## src/rtl/plab4_net_domain_tdm_arb_pkg.sv

```systemverilog
// Shared plab4 net definitions: domain encodings, counter width, message widths.
package plab4_net_domain_tdm_arb_pkg;

    typedef enum logic {
        DOMAIN_D1 = 1'b0,
        DOMAIN_D2 = 1'b1
    } domain_e;

    localparam int XFER_CNT_NBITS = 16;

    // VC_NET_MSG_NBITS(32,3,3) control width and matching payload width
    localparam int VC_NET_MSG_CNBITS = 44;
    localparam int VC_NET_MSG_DNBITS = 32;

endpackage

```

## src/rtl/plab4_net_tdm_slot_timer.sv

```systemverilog
// Free-running slot counter and owner register; the schedule depends only
// on reset and elapsed cycles.
module plab4_net_tdm_slot_timer
    import plab4_net_domain_tdm_arb_pkg::*;
#(
    parameter int p_slot_cycles = 4
)(
    input  logic clk,
    input  logic reset,
    output logic owner,
    output logic last_cycle
);

    localparam int CW = (p_slot_cycles > 2) ? $clog2(p_slot_cycles) : 1;
    localparam logic [CW-1:0] LAST = CW'(p_slot_cycles - 1);

    logic [CW-1:0] slot_cnt;

    assign last_cycle = (slot_cnt == LAST);

    always_ff @(posedge clk) begin
        if (reset) begin
            slot_cnt <= '0;
            owner    <= DOMAIN_D1;
        end else if (last_cycle) begin
            slot_cnt <= '0;
            owner    <= ~owner;
        end else begin
            slot_cnt <= slot_cnt + CW'(1);
        end
    end

endmodule

```

## src/rtl/plab4_net_domain_tdm_arb.sv

```systemverilog
// Two-domain TDM arbiter for a shared ring link with per-domain transfer counters.
// Define PLAB4_NET_TDM_GUARD_CYCLE_EN to close the last cycle of every slot.
module plab4_net_domain_tdm_arb
    import plab4_net_domain_tdm_arb_pkg::*;
#(
    parameter int p_msg_cnbits  = VC_NET_MSG_CNBITS,
    parameter int p_msg_dnbits  = VC_NET_MSG_DNBITS,
    parameter int p_slot_cycles = 4
)(
    input  logic                      clk,
    input  logic                      reset,

    input  logic                      in_val_d1,
    output logic                      in_rdy_d1,
    input  logic [p_msg_cnbits-1:0]   in_msg_control_d1,
    input  logic [p_msg_dnbits-1:0]   in_msg_data_d1,

    input  logic                      in_val_d2,
    output logic                      in_rdy_d2,
    input  logic [p_msg_cnbits-1:0]   in_msg_control_d2,
    input  logic [p_msg_dnbits-1:0]   in_msg_data_d2,

    output logic                      out_val,
    input  logic                      out_rdy,
    output logic [p_msg_cnbits-1:0]   out_msg_control,
    output logic [p_msg_dnbits-1:0]   out_msg_data,
    output logic                      out_domain,

    output logic [XFER_CNT_NBITS-1:0] xfer_cnt_d1,
    output logic [XFER_CNT_NBITS-1:0] xfer_cnt_d2
);

`ifdef PLAB4_NET_TDM_GUARD_CYCLE_EN
    localparam bit GUARD_EN = 1'b1;
`else
    localparam bit GUARD_EN = 1'b0;
`endif

    logic owner;
    logic last_cycle;
    logic open;
    logic owner_d2;
    logic xfer;

    logic [XFER_CNT_NBITS-1:0] cnt_d1;
    logic [XFER_CNT_NBITS-1:0] cnt_d2;

    plab4_net_tdm_slot_timer #(
        .p_slot_cycles (p_slot_cycles)
    ) slot_timer (
        .clk        (clk),
        .reset      (reset),
        .owner      (owner),
        .last_cycle (last_cycle)
    );

    // Reset closes the link immediately, even mid-slot.
    assign open     = !reset && !(GUARD_EN && last_cycle);
    assign owner_d2 = (owner == DOMAIN_D2);

    assign out_domain = reset ? DOMAIN_D1 : owner;

    assign out_val   = open && (owner_d2 ? in_val_d2 : in_val_d1);
    assign in_rdy_d1 = open && !owner_d2 && out_rdy;
    assign in_rdy_d2 = open &&  owner_d2 && out_rdy;

    assign out_msg_control = owner_d2 ? in_msg_control_d2 : in_msg_control_d1;
    assign out_msg_data    = owner_d2 ? in_msg_data_d2    : in_msg_data_d1;

    assign xfer = out_val && out_rdy;

    always_ff @(posedge clk) begin
        if (reset) begin
            cnt_d1 <= '0;
            cnt_d2 <= '0;
        end else if (xfer) begin
            if (owner_d2) cnt_d2 <= cnt_d2 + 1'b1;
            else          cnt_d1 <= cnt_d1 + 1'b1;
        end
    end

    assign xfer_cnt_d1 = cnt_d1;
    assign xfer_cnt_d2 = cnt_d2;

endmodule

```

## config.mk

```make
export PLATFORM = sky130hd
export DESIGN_NAME = plab4_net_domain_tdm_arb
export DESIGN_NICKNAME = d
export VERILOG_FILES = /design/src/rtl/plab4_net_domain_tdm_arb_pkg.sv /design/src/rtl/plab4_net_tdm_slot_timer.sv /design/src/rtl/plab4_net_domain_tdm_arb.sv
export SDC_FILE = /design/constraint.sdc
export NUM_CORES = 1
export LEC_CHECK = 0
export ABC_AREA = 1
export CORE_AREA = 2 2 103 105
export DETAILED_ROUTE_END_ITERATION = 8
export DIE_AREA = 0 0 105 107
export HOLD_SLACK_MARGIN = 0.02
export PLACE_DENSITY = 0.75
export SYNTH_ARGS = -nofsm -noshare
export SYNTH_HDL_FRONTEND = slang
export SYNTH_SLANG_ARGS = --single-unit
export TNS_END_PERCENT = 1
```

## constraint.sdc

```tcl
create_clock -name clk -period 2.2 [get_ports clk]
set_input_delay 0.44 -clock clk [delete_from_list [all_inputs] [get_ports clk]]
set_output_delay 0.44 -clock clk [all_outputs]
set_load 0.005 [all_outputs]
```

After elaboration in Yosys (flattened, before gate mapping)

Index checks and enable logic that the tools add are counted.

Bitwise operators: 1
Reduce and logical (&&, ||, !) cells: 11
Eq/ne operators: 1
Add/subtract/negate cells: 3
Mux-type cells: 4

Operators with widths:

| kind                                                            | number |
|---|---|
| 44-bit two-way mux                                              | 1 |
| 16-bit by 1-bit adder with 16-bit output, second input constant | 2 |
| 32-bit two-way mux                                              | 1 |
| 1-bit logical AND                                               | 6 |
| 2-bit AND reduction                                             | 2 |
| 2-bit by 1-bit adder with 2-bit output, second input constant   | 1 |
| 2-bit equality test, second input constant                      | 1 |
| 1-bit logical NOT                                               | 2 |
| 1-bit two-way mux                                               | 2 |
| 2-bit OR reduction                                              | 1 |
| 1-bit inverter                                                  | 1 |

Word-level logic and storage cells: 24
Flip-flop bits (word level): 35
Output and inout bits: 112

Longest topological paths before layout

Depth in word-level cells: 4
Gate-level depth with buffers: 10
Mapped depth without buffers: 8

By module

From an unflattened synthesis, not the netlist that was laid out.

Cells, all modules: 519
Area total of the unflattened synthesis: 2,760.1 µm²

By module, submodules not included:

| module                   | times used | area each (µm²) | cells an instance | seq. area each (µm²) |
|---|---|---|---|---|
| plab4_net_domain_tdm_arb | 1          | 2,638.8         | 507               | 640.6 |
| plab4_net_tdm_slot_timer | 1          | 121.4           | 12                | 60.1 |

Worst setup path after synthesis

OpenSTA, ideal clock, no wires.

Path kind: flip-flop to output port
Start point: register slot_timer.owner
End point: output out_msg_data[12]
Setup slack: 0.678 ns
Cell stages (with the launch flop): 7
Data arrival time: 1.082 ns
Cell sequence: dfxtp_1 buf_6 inv_8 buf_2 buf_1 nand2_1 nand2_1

Word-level cells in the longest chain between the ends: 1

RTL lines:

| item                     | line                           | text |
|---|---|---|
| start: declaration       | plab4_net_tdm_slot_timer.sv:10 | `output logic owner,` |
| start signal: assignment | plab4_net_tdm_slot_timer.sv:27 | `owner <= ~owner;` |
| 32-bit two-way mux       | plab4_net_domain_tdm_arb.sv:68 | `assign out_msg_data = owner_d2 ? in_msg_data_d2 : in_msg_data_d1;` |
| end: declaration         | plab4_net_domain_tdm_arb.sv:26 | `output logic [p_msg_dnbits-1:0] out_msg_data,` |

Every way passes these cells.

Final worst setup path

Start point: register slot_timer.owner
End point: output out_msg_data[26]

Same word-level chain as after synthesis.

==> flow_summary.yaml <==
layout:
  area_growth_pct: 111.5
  instances_no_fill: 926
  final_cell_mix: "294 x nand2_1, 263 x clkdlybuf4s50_1, 64 x nor2_1"
  final_area_um2: 5789
  drive_gt1_share_pct: 4.810
  diodes: 0
  final_common_cell: "nand2_1"
  nets: 949
synthesis:
  syn_inst: 520
  synth_nets: 680
  synth-seq-cells: 35
  synth_cell_types: 30
  synth.yosys.seq_area_share_pct: 25.59
  syn-cell-area_um2: 2738
  yosys_warnings: 0
  syn_avg_cell_area_um2: 5.265
floorplan:
  die_x_um: 105
  num_rows: 37
  die_h_um: 107
  initial_core_util_pct: 27.13
  fp.coreArea_um2: 10090
  dieArea_um2: 11240
  io_pins: 269
grt:
  globalRouteTotalUtil_pct: 21.91
  grt_pass1_wl_um: 19710
  antenna_found_initial: 1
  gr-total-overflow: 0
  grt_max_degree: 58
  grt_pass1_vias: 3935
clocking:
  numCtsBuffers: 5
  cts_hold_buf: 0
  htree_levels: 2
  cts.path.max_buffers: 2
  cts.sinks: 35
  cts_root_buf: "clkbuf_8"
  post-cts-setup-buffers: 0
  cts_tree: "yes"
  clk_pin_slew_ns: 0.07
  clk_latency_ns: 0.29
hold_path:
  min_path_type: "reg -> reg"
critical_path:
  critPathRequiredTime_ns: 1.76
  critPathLaunchType: "flop"
  crit_type: "reg -> out"
  endpoint_kind: "output port"
  path_max_fanout: 32
  cpMostUsedCell: "nand2_1"
  cp.arrival_ns: 1.75
  crit_path_max_incr_delay_ns: 0.53
  worstPathCellList: "bufbuf_16, nand2_1, nand2_1, clkdlybuf4s50_1"
  cp_slowest_cell: "clkdlybuf4s50_1"
detailed_routing:
  drtIter0Drc: 171
  route.detailed.drc: 0
  wirelength_um: 12960
  via_per_inst: 4.502
  via_count: 4169
  first_pass_iters: 5
  antenna_left: 0
  wl_per_cell_um: 13.99
placement:
  dp_cells: 917
  gp_routability_congestion: 0.8811
  port-buffer-count: 268
  hpwl_um: 10780
  dpl-instance-area_um2: 5653
flow_run:
  cap_violations: 0
timing:
  timing.slew.headroom_pct: 78.62
  clock_skew_ns: 0.005967
  whs_ns: 0.4204
  rsz0062_at_grt: "true"
  setup_viol: 0
  tns_ns: 0
  max_freq_ghz: 0.4564
  worstMarginPinSlew_ns: 0.3206
  finalMaxSlewViolations: 0
  post-route-period-util_pct: 99.59
  hold_viol_final: 0
  period_minus_slack_ns: 2.191
power:
  peakVddDrop_v: 0.0001831
  powerDensity_nw_per_um2: 438.8
  p_leak_nw: 2.484
outcome:
  outcome: "finished clean"
-- sequential cells by signal, summed over array words and instances (netlist names) --
signal,cells
slot_timer.owner,1
xfer_cnt_d1,16
slot_timer.slot_cnt,2
xfer_cnt_d2,16
-- final timing paths --
path                                from                endpoint  slack (ns)  depth (start not counted)
setup reg to reg        slot_timer.owner         xfer_cnt_d2[13]        0.52                          9
hold reg to reg   slot_timer.slot_cnt[0]  slot_timer.slot_cnt[0]        0.42                          1
setup / recovery        slot_timer.owner        out_msg_data[26]       0.009                          4
hold / removal    slot_timer.slot_cnt[0]  slot_timer.slot_cnt[0]        0.42                          1
-- final cells by class --
cell class | instances | area, µm²
timing repair buffer | 286 | 2902
sequential | 35 | 704.4
clock buffer | 5 | 68.82
inverter | 25 | 110.1
tap | 136 | 170.2
multi-input combinational | 436 | 1819
fill | 984 | 4303
clock inverter | 3 | 15.01
-- logic make-up after synthesis --
family / share of synthesized area, %
AND/OR/NAND/NOR: 58.09
buffers and inverters: 7.953
flip-flops: 25.59
AO/OA/AOI/OAI: 5.713
XOR/XNOR: 1.280
adder cells (fa/ha/maj): 1.371
-- stage by stage --
step                      worst slack (ns)  utilization [%]  power, mW
after global routing              -0.08309            57.36      2.706
after global placement             -0.1695            56.01      2.061
after CTS                        -0.009971            57.31      2.569
after floorplan                     0.6784                -      1.120
after detailed placement           -0.1521            56.01      2.074
final                             0.009127            57.36      2.541
-- per-layer routing --
layer  global-route usage (%)  vias to the layer above  part of all wire [%]
met4                    6.667                        2                   2.1
li1                         -                     2135                     -
met2                    37.66                      171                    50
met5                        0                        -                  0.11
met3                    4.863                       19                   7.2
met1                    27.33                     1842                    41
-- Yosys cell counts --
| cell | count | area share (%) |
|---|---|---|
| o21ai_1 | 1 | 0.18 |
| clkbuf_1 | 12 | 1.6 |
| nor2_2 | 2 | 0.46 |
| nor3_1 | 4 | 0.73 |
| o21ai_0 | 6 | 1.1 |
| xor2_1 | 2 | 0.64 |
| buf_4 | 1 | 0.27 |
| xnor2_1 | 2 | 0.64 |
| nand3b_1 | 1 | 0.27 |
| nand4_1 | 5 | 1.1 |
| a21oi_1 | 23 | 4.2 |
| nand4_4 | 1 | 0.78 |
| nor2_4 | 1 | 0.41 |
| buf_6 | 2 | 0.82 |
| buf_2 | 6 | 1.1 |
| nor2_1 | 64 | 8.8 |
| nand2_1 | 294 | 40 |
| nand3_1 | 20 | 3.7 |
| and2_0 | 1 | 0.23 |
| or2_2 | 1 | 0.23 |
| nand2_2 | 2 | 0.46 |
| buf_1 | 3 | 0.41 |
| nor3b_1 | 1 | 0.27 |
| inv_2 | 2 | 0.27 |
| inv_8 | 1 | 0.41 |
| a31oi_1 | 1 | 0.23 |
| nand3_2 | 1 | 0.37 |
| dfxtp_1 | 35 | 26 |
| ha_1 | 3 | 1.4 |
| inv_1 | 22 | 3.0 |
-- critical path: cells and delay by family, from the launching register on --
kind | cells | cell delay, ns
buffers and inverters | 2 | 0.88
AND/OR/NAND/NOR | 2 | 0.12
flip-flops | 1 | 0.45
-- power breakdown --
part | switching [mW] | total (mW) | internal, mW | leakage (nW)
sequential | 0.0187 | 0.664 | 0.645 | 0.283
clock | 0.232 | 0.449 | 0.216 | 0.0477
combinational | 0.577 | 1.43 | 0.851 | 2.15
-- repair_timing --
action                                  4_1_cts  5_1_grt
gates cloned                                  1        0
gates resized for setup                       8        2
endpoints found under the setup margin       20       46
hold endpoints to repair                      0        0
Note: power is estimated with default switching activity, not from simulation.
